File: src/rtl/cla_sub_pipe_if.sv
// Handshake bus for cla_sub_pipe: operand side (in_*, a, b, bin) and result side
// (out_*, diff, bout, ovf). The slave modport is the subtractor, the master its user.
interface cla_sub_pipe_if #(
  parameter int WIDTH = 16
);
  logic             in_valid;
  logic             in_ready;
  logic [WIDTH-1:0] a;
  logic [WIDTH-1:0] b;
  logic             bin;
  logic             out_valid;
  logic             out_ready;
  logic [WIDTH-1:0] diff;
  logic             bout;
  logic             ovf;

  modport master (
    output in_valid, a, b, bin, out_ready,
    input  in_ready, out_valid, diff, bout, ovf
  );

  modport slave (
    input  in_valid, a, b, bin, out_ready,
    output in_ready, out_valid, diff, bout, ovf
  );
endinterface

File: src/rtl/cla_sub_pipe.sv
// Pipelined a - b - bin: one 4-bit borrow-look-ahead slice per register stage,
// the inter-slice borrow travels through the stage registers; global stall on out_ready.
module cla_sub_pipe #(
  parameter int WIDTH = 16
) (
  input  logic          clk,
  input  logic          rst,
  cla_sub_pipe_if.slave bus
);
  localparam int STAGES = WIDTH / 4;

  // Returns {borrow_out, diff[3:0]} with every in-slice borrow computed in parallel.
  function automatic logic [4:0] bla4(input logic [3:0] x, input logic [3:0] y, input logic bs);
    logic [3:0] g;
    logic [3:0] p;
    logic [4:0] br;
    g     = ~x & y;
    p     = ~(x ^ y);
    br[0] = bs;
    br[1] = g[0] | (p[0] & bs);
    br[2] = g[1] | (p[1] & g[0]) | (p[1] & p[0] & bs);
    br[3] = g[2] | (p[2] & g[1]) | (p[2] & p[1] & g[0]) | (p[2] & p[1] & p[0] & bs);
    br[4] = g[3] | (p[3] & g[2]) | (p[3] & p[2] & g[1]) | (p[3] & p[2] & p[1] & g[0])
          | (p[3] & p[2] & p[1] & p[0] & bs);
    return {br[4], x ^ y ^ br[3:0]};
  endfunction

  logic en;
  logic ovf_p;

  for (genvar k = 0; k < STAGES; k++) begin : g_stage
    // Operands entering stage k only carry the slices not yet consumed (k..STAGES-1).
    localparam int HW = WIDTH - 4 * k;

    logic [HW-1:0]    a_s;
    logic [HW-1:0]    b_s;
    logic [WIDTH-1:0] d_s;
    logic [WIDTH-1:0] d_n;
    logic             bs_s;
    logic             v_s;
    logic [4:0]       r_s;
    logic             vld_p;
    logic [WIDTH-1:0] dif_p;
    logic             brw_p;

    if (k == 0) begin : g_src
      assign a_s  = bus.a;
      assign b_s  = bus.b;
      assign d_s  = '0;
      assign bs_s = bus.bin;
      assign v_s  = bus.in_valid;
    end else begin : g_src
      assign a_s  = g_stage[k-1].g_reg.opa_p;
      assign b_s  = g_stage[k-1].g_reg.opb_p;
      assign d_s  = g_stage[k-1].dif_p;
      assign bs_s = g_stage[k-1].brw_p;
      assign v_s  = g_stage[k-1].vld_p;
    end

    assign r_s = bla4(a_s[3:0], b_s[3:0], bs_s);

    always_comb begin
      d_n          = d_s;
      d_n[4*k +: 4] = r_s[3:0];
    end

    // ---- stage k register boundary ----
    always_ff @(posedge clk or posedge rst) begin
      if (rst)     vld_p <= 1'b0;
      else if (en) vld_p <= v_s;
    end

    if (k == STAGES - 1) begin : g_reg
      always_ff @(posedge clk or posedge rst) begin
        if (rst) begin
          dif_p <= '0;
          brw_p <= 1'b0;
          ovf_p <= 1'b0;
        end else if (en) begin
          dif_p <= d_n;
          brw_p <= r_s[4];
          ovf_p <= (a_s[3] ^ b_s[3]) & (d_n[WIDTH-1] ^ a_s[3]);
        end
      end
    end else begin : g_reg
      logic [HW-5:0] opa_p;
      logic [HW-5:0] opb_p;
      always_ff @(posedge clk) begin
        if (en) begin
          dif_p <= d_n;
          brw_p <= r_s[4];
          opa_p <= a_s[HW-1:4];
          opb_p <= b_s[HW-1:4];
        end
      end
    end
  end

  assign en            = ~g_stage[STAGES-1].vld_p | bus.out_ready;
  assign bus.in_ready  = en;
  assign bus.out_valid = g_stage[STAGES-1].vld_p;
  assign bus.diff      = g_stage[STAGES-1].dif_p;
  assign bus.bout      = g_stage[STAGES-1].brw_p;
  assign bus.ovf       = ovf_p;
endmodule

File: src/flat_wrapper.sv
// flat-port wrapper written by rule: the top's interface ports become plain ports
module cla_sub_pipe_flat 
#(
  parameter int WIDTH = 16
)
  (clk, rst, bus_in_valid, bus_a, bus_b, bus_bin, bus_out_ready, bus_in_ready, bus_out_valid, bus_diff, bus_bout, bus_ovf);
  cla_sub_pipe_if #(.WIDTH(WIDTH)) bus_i ();
  input  logic clk;
  input  logic rst;
  input wire logic [$bits(bus_i.in_valid)-1:0] bus_in_valid;
  input wire logic [$bits(bus_i.a)-1:0] bus_a;
  input wire logic [$bits(bus_i.b)-1:0] bus_b;
  input wire logic [$bits(bus_i.bin)-1:0] bus_bin;
  input wire logic [$bits(bus_i.out_ready)-1:0] bus_out_ready;
  output wire logic [$bits(bus_i.in_ready)-1:0] bus_in_ready;
  output wire logic [$bits(bus_i.out_valid)-1:0] bus_out_valid;
  output wire logic [$bits(bus_i.diff)-1:0] bus_diff;
  output wire logic [$bits(bus_i.bout)-1:0] bus_bout;
  output wire logic [$bits(bus_i.ovf)-1:0] bus_ovf;
  assign bus_i.in_valid = bus_in_valid;
  assign bus_i.a = bus_a;
  assign bus_i.b = bus_b;
  assign bus_i.bin = bus_bin;
  assign bus_i.out_ready = bus_out_ready;
  assign bus_in_ready = bus_i.in_ready;
  assign bus_out_valid = bus_i.out_valid;
  assign bus_diff = bus_i.diff;
  assign bus_bout = bus_i.bout;
  assign bus_ovf = bus_i.ovf;
  cla_sub_pipe #(.WIDTH(WIDTH)) u_core (.clk(clk), .rst(rst), .bus(bus_i));
endmodule
File: config.mk
export PLATFORM = sky130hd
export DESIGN_NAME = cla_sub_pipe_flat
export DESIGN_NICKNAME = d
export VERILOG_FILES = /design/src/rtl/cla_sub_pipe_if.sv /design/src/rtl/cla_sub_pipe.sv /design/src/flat_wrapper.sv
export SDC_FILE = /design/constraint.sdc
export NUM_CORES = 1
export LEC_CHECK = 0
export ABC_AREA = 0
export CAP_MARGIN = 20
export CORE_MARGIN = 10
export CORE_UTILIZATION = 57
export DETAILED_ROUTE_END_ITERATION = 8
export GPL_TIMING_DRIVEN = 0
export PLACE_DENSITY = 0.84
export SKIP_CTS_REPAIR_TIMING = 1
export SLEW_MARGIN = 20
export SYNTH_ARGS = -nofsm -noshare
export SYNTH_HDL_FRONTEND = slang
export SYNTH_SLANG_ARGS = --single-unit
File: constraint.sdc
create_clock -name clk -period 4.2 [get_ports clk]
set_clock_uncertainty 0.05 [all_clocks]
set_input_delay 0.63 -clock clk [delete_from_list [all_inputs] [get_ports clk]]
set_output_delay 0.63 -clock clk [all_outputs]
set_load 0.01 [all_outputs]
==> results of run 1 <==
==> cells by family after synthesis <==
family / synth area share
xor+xnor: 0.0309
buf+inv: 0.0333
fa+ha+maj: 0.0761
flops: 0.761
simple gates: 0.0557
compound gates: 0.0435
==> flip-flops by register name, indices dropped and copies added, names as in the netlist <==
register	count
u_core.bus.diff	16
u_core.bus.out_valid	1
u_core.g_stage.dif_p	24
u_core.g_stage.g_reg.opb_p	24
u_core.bus.bout	1
u_core.g_stage.g_reg.opa_p	24
u_core.g_stage.brw_p	3
u_core.g_stage.vld_p	3
u_core.bus.ovf	1
==> cell usage in the layout, fill, tap and decap left out <==
| cell type | instances |
|---|---|
| dfrtp_1 | 22 |
| edfxtp_1 | 75 |
| clkinv_4 | 2 |
| inv_1 | 28 |
| o31ai_2 | 1 |
| xor2_1 | 5 |
| nor2_1 | 3 |
| clkbuf_8 | 9 |
| o21ai_2 | 1 |
| clkbuf_1 | 1 |
| buf_1 | 1 |
| bufinv_16 | 2 |
| buf_4 | 1 |
| a21o_1 | 7 |
| nand2_1 | 48 |
| clkinvlp_4 | 1 |
| and2b_1 | 1 |
| a21oi_1 | 9 |
| buf_2 | 1 |
| nand2b_1 | 1 |
| a41oi_1 | 1 |
| buf_12 | 1 |
| clkdlybuf4s50_1 | 56 |
| clkinv_2 | 2 |
| ha_1 | 16 |
| o21ai_0 | 2 |
| o21bai_1 | 3 |
| xnor2_1 | 8 |
| fa_1 | 4 |
==> cell type report <==
cell class / instances / share of cell area
sequential: 97 / 0.612
multi-input combinational: 110 / 0.166
timing repair buffer: 57 / 0.127
clock buffer: 9 / 0.0270
inverter: 28 / 0.0229
tap: 77 / 0.0210
clock inverter: 7 / 0.0207
buffer: 4 / 0.00437
==> worst max-delay path: cells and delay by family <==
family / cells / cell delay, ns
buffers and inverters: 4 / 1.70
and+or+nand+nor: 1 / 0.21
==> routing by layer <==
| layer | vias to the layer above | part of all wire |
|---|---|---|
| met5 | - | 0 |
| met3 | 12 | 0.055 |
| li1 | 949 | - |
| met1 | 908 | 0.40 |
| met2 | 42 | 0.52 |
| met4 | 0 | 0.023 |
==> where the power goes <==
| part | switching [mW] | internal [mW] | total (mW) |
|---|---|---|---|
| registers | 0.123 | 1.47 | 1.59 |
| logic | 0.460 | 0.419 | 0.879 |
| clock network | 0.306 | 0.335 | 0.641 |
==> worst paths after layout <==
| path | slack, ns | endpoint | cells after the start | start |
|---|---|---|---|---|
| max reg2reg | 2.32 | u_core.g_stage[1].dif_p[3]$_DFFE_PP_ | 4 | u_core.bus.out_valid$_DFFE_PP0P_ |
| max in group asynchronous | 2.88 | u_core.bus.diff[14]$_DFFE_PP0P_ | 2 | rst |
| min reg2reg | 0.36 | u_core.g_stage[2].dif_p[2]$_DFFE_PP_ | 0 | u_core.g_stage[1].dif_p[2]$_DFFE_PP_ |
| min in group asynchronous | 0.70 | u_core.bus.diff[8]$_DFFE_PP0P_ | 2 | rst |
| max | 0.97 | bus_in_ready | 5 | bus_out_ready |
| min | 0.36 | u_core.g_stage[2].dif_p[2]$_DFFE_PP_ | 0 | u_core.g_stage[1].dif_p[2]$_DFFE_PP_ |
==> metrics, run 1 <==
result of the run=finished, final reports clean; Critical Path Max Stage Delay=0.64 ns; fraction of the cycle the final worst path needs=0.770; antenna-violating nets left=0; Die Footprint=0.0101 mm²; CP dominant cell by count=clkdlybuf4s50_1; CTS HTree Levels=3; Worst IR Drop VDD=421 µV; dominant cell by count in the synthesized netlist=edfxtp_1; post-layout instance area=0.00458 mm²; clock-pin slew on the worst setup and hold paths=0.09 ns; crit path launch type=input port; power density over the cells=679 mW/mm²; Die Span Y=100 µm; count of unresolved DRC violations after routing=0; number of enable-type register cells in the synthesized netlist=75; most common library cells after synthesis=edfxtp_1 (75), nand2_1 (48), inv_1 (28); post-route core utilization=0.726; final wirelength=5.76 mm; min-delay worst type=flop to flop; LEAKAGE=1.94 nW; number of nets in the finished design=364; cell row count=29; min cycle time layout=3.23 ns; kind of critical path=input port to primary output; Syn Nets=296; Synth Register Bits=97; drt first pass iters=4; io pins=57; die width=100 µm; detailed-placement wirelength estimate=4.23 mm; global routing met1 resource utilization=0.127; Sinks on Clock Net=97; residual overflow from global routing=0; filler cell count=435; all-layer global routing usage=0.119; post-synth cell types=21; least setup slack across all paths after layout=0.965 ns; global routing's busiest layer=met2; Final Hold Violating Endpoints=0; Place WS=0.940 ns; core region area=0.00631 mm²; area taken by flip-flops and latches=0.00280 mm²; share of flip-flops with an asynchronous set or reset after synthesis=0.227; cell accounting for the most synthesized area=edfxtp_1; layout cell share with drive strength beyond 1=0.0673; final setup violating endpoints=0; number of CTS-inserted buffers=9; actual slew at the worst max-slew pin=0.840 ns; number of buffers inserted by port buffering=56; number of DRC markers in iteration 0=88; global-route wire length before repair=9.35 mm; worst hold-check slack=0.364 ns; area of the mapped netlist=0.00368 mm²; critical-path maximum fanout=43; global routing usage on met2=0.208; Clk Latency, worst-skew pair=0.35 ns; clock tree from TritonCTS=yes; number of global-route vias before repair=2023; met3 track utilization from global routing=0.0343; slowest cell on the critical path=clkdlybuf4s50_1; multi-input combinational cell area=759 µm²; final instance count without filler cells=389; endpoint arrival time on the critical path=2.55 ns; Via Count=1911; required time of the worst setup path=3.52 ns; synthesis warning total=0; area overhead of the layout relative to synthesis=24.4%; element type at the critical path end=primary output; register area share after synthesis=0.761; Max-Cap Viols=0; Inserted Diodes=0; total design power=3.11 mW; Synth Area per Inst=15.4 µm²; synth top area cells=edfxtp_1 (61%), dfrtp_1 (15%), ha_1 (5.4%), nand2_1 (4.9%), inv_1 (2.9%); top cell type's share of synthesized area=0.611; tightest slew margin relative to the limit=0.439; maximum buffer depth of the clock tree=2; largest net degree at the start of global routing=44; DR WL/cell=14.8 µm; Fin Setup TNS=0 ns; max frequency=0.309 GHz; post-synthesis instance total=239; antenna violations before repair=0; starting density of the core=0.584; clock root buffer=clkbuf_8; RSZ-0062 raised after global routing=no; vias per inst=4.91; critical-path cell list=clkdlybuf4s50_1 -> and2b_1 -> inv_1 -> buf_4 -> clkdlybuf4s50_1; Cells after DPL=373; primary flip-flop cell chosen by synthesis mapping=edfxtp_1; Placer Congestion=0.751; DP Area=0.00436 mm²; Slew Limit Fails=0
(Power assumes the default switching activity.)
==> run 2, diff against run 1 <==
CORE_UTILIZATION = 48   (was 57)
PLACE_DENSITY = 0.75   (was 0.84)
clock period = 2.8 ns   (was 4.2 ns; I/O delays follow)
==> metrics, run 2 (same netlist as run 1, synthesis figures left out) <==
result of the run=finished, final reports clean; cell row count=31 (+6.9%); number of buffers inserted by port buffering=56 (unchanged); Final Hold Violating Endpoints=0 (unchanged); Via Count=1845 (-3.5%); layout cell share with drive strength beyond 1=0.0609 (-0.00641); global-route wire length before repair=8.68 mm (-7.2%); starting density of the core=0.500 (-0.0836); residual overflow from global routing=0 (unchanged); Sinks on Clock Net=97 (unchanged); max frequency=0.380 GHz; largest net degree at the start of global routing=56 (+27%); RSZ-0062 raised after global routing=no; setup slack of the worst register-to-register path=1.06 ns (-1.26 ns); CTS HTree Levels=3 (unchanged); Inserted Diodes=0 (unchanged); clock tree from TritonCTS=yes; number of CTS-inserted buffers=9 (unchanged); post-route core utilization=0.620 (-0.106); Die Footprint=0.0116 mm² (+15%); core region area=0.00737 mm² (+17%); Die Span Y=108 µm (+7.2%); stages on the worst setup path=5 (unchanged); kind of critical path=input port to primary output; most common library cell in the layout ignoring fill and taps=edfxtp_1; element type at the critical path end=primary output; Slew Limit Fails=0 (unchanged); min cycle time layout=2.63 ns; worst hold path cell count=0 (unchanged); filler cell count=573 (+32%); largest delay contributor family on the critical path=buffers and inverters; Buffers & Inverters on Critical Path=4 (unchanged); multi-input combinational cell area=759 µm² (unchanged); vias per inst=4.49 (-8.6%); required time of the worst setup path=2.33 ns (-1.19 ns); commonest cells after routing, fill and taps aside=edfxtp_1 (75), clkdlybuf4s50_1 (56), nand2_1 (48); CP dominant cell by count=clkdlybuf4s50_1; die width=108 µm (+7.2%); registers with the most flip-flops=u_core.g_stage.dif_p: 24 flops, u_core.g_stage.g_reg.opa_p: 24 flops, u_core.g_stage.g_reg.opb_p: 24 flops; number of DRC markers in iteration 0=59 (-33%); crit path launch type=input port; min-delay src=u_core.g_stage[1].dif_p[5]$_DFFE_PP_; number of global-route vias before repair=1890 (-6.6%); R2R Path Start=u_core.g_stage[1].g_reg.opa_p[0]$_DFFE_PP_; actual slew at the worst max-slew pin=0.813 ns (-0.0271 ns); drt first pass iters=4 (unchanged); Critical Path Max Stage Delay=0.60 ns (-0.04 ns); all-layer global routing usage=0.0960 (-0.0228); slowest cell on the critical path=clkdlybuf4s50_1; LEAKAGE=1.93 nW (-0.85%); count of unresolved DRC violations after routing=0 (unchanged); clock root buffer=clkbuf_8; final instance count without filler cells=411 (+5.7%); Worst Hold Path EP=u_core.g_stage[2].dif_p[5]$_DFFE_PP_; Clk Latency, worst-skew pair=0.34 ns (about the same); Cells after DPL=395 (+5.9%); critical-path cell list=clkdlybuf4s50_1 -> and2b_1 -> inv_1 -> buf_6 -> clkdlybuf4s50_1; maximum buffer depth of the clock tree=2 (unchanged); final setup violating endpoints=0 (unchanged); Worst IR Drop VDD=343 µV (-19%); detailed-placement wirelength estimate=3.84 mm (-9.2%); Max-Cap Viols=0 (unchanged); area overhead of the layout relative to synthesis=23.9%; power density over the cells=968 mW/mm² (+43%); min-delay worst type=flop to flop; worst reg2reg path endpoint=u_core.g_stage[2].brw_p$_DFFE_PP_; final wirelength=5.17 mm (-10%); area taken by flip-flops and latches=0.00280 mm² (unchanged); antenna-violating nets left=0 (unchanged); fraction of the cycle the final worst path needs=0.940; number of cell instances on the worst register-to-register path=6 (+2); critical-path maximum fanout=31 (-28%); Placer Congestion=0.691 (-7.9%); DR WL/cell=12.6 µm (-15%); clock-pin slew on the worst setup and hold paths=0.08 ns (about the same); tightest slew margin relative to the limit=0.457 (+0.0181); io pins=57 (unchanged); number of nets in the finished design=364 (unchanged); antenna violations before repair=0 (unchanged); endpoint arrival time on the critical path=2.16 ns (-0.39 ns)
run 2: cell count changes in the layout (fill, tap and decap cells not counted), sizes merged:
cell      previous run  this run
clkbuf              10        12
bufinv               2         0
inv                 28        30
clkinvlp             1         0
clkinv               4         3
run 2: final cells by class:
class,count,area share
multi-input combinational,110,0.166
timing repair buffer,57,0.129
clock buffer,11,0.0288
clock inverter,5,0.00685
inverter,28,0.0230
buffer,4,0.00521
tap,99,0.0271
sequential,97,0.614
run 2: per-layer routing:
layer  track usage  vias to the layer above  routed length, µm
met5             0                        -                  0
met4        0.0630                        0                120
met3        0.0275                        8                363
met2         0.152                       49               2440
met1         0.112                      839               2250
li1              -                      949                  -
run 2: how the worst max path moves through the flow:
stage | from | to
finish | bus_out_ready | bus_in_ready
global placement | bus_out_ready | bus_in_ready
detailed placement | bus_out_ready | bus_in_ready
CTS | bus_out_ready | bus_in_ready
floorplan | bus_out_ready | bus_in_ready
global route | bus_out_ready | bus_in_ready
run 2: report_power, final:
group	leakage (nW)	total [mW]	switching [mW]	internal (mW)
Clock	0.0879	0.753	0.430	0.323
Sequential	1.03	2.38	0.177	2.20
Combinational	0.812	1.29	0.651	0.634
Total	1.93	4.42	1.26	3.16
run 2: worst register-to-register path, cell delays in order, from the launching register on:
cell	delay, ns
edfxtp_1	0.43
inv_1	0.08
ha_1	0.21
a21o_1	0.17
a21oi_1	0.23
o21bai_1	0.14
a21o_1	0.19
run 2: metrics by stage:
| step | total power, mW | hold slack (ns) | setup TNS (ns) | cell area (µm²) | setup WS, ns |
|---|---|---|---|---|---|
| 2_1_floorplan | 3.15 | 0.350 | 0 | 3680 | 0.559 |
| 3_3_place_gp | 3.65 | 0.351 | -21.05 | 4370 | -1.03 |
| 3_5_place_dp | 3.74 | 0.355 | 0 | 4400 | 0.0636 |
| 4_1_cts | 4.49 | 0.373 | 0 | 4560 | 0.0499 |
| 5_1_grt | 4.75 | 0.369 | 0 | 4570 | 0.0708 |
| 6_report | 4.42 | 0.367 | 0 | 4570 | 0.169 |
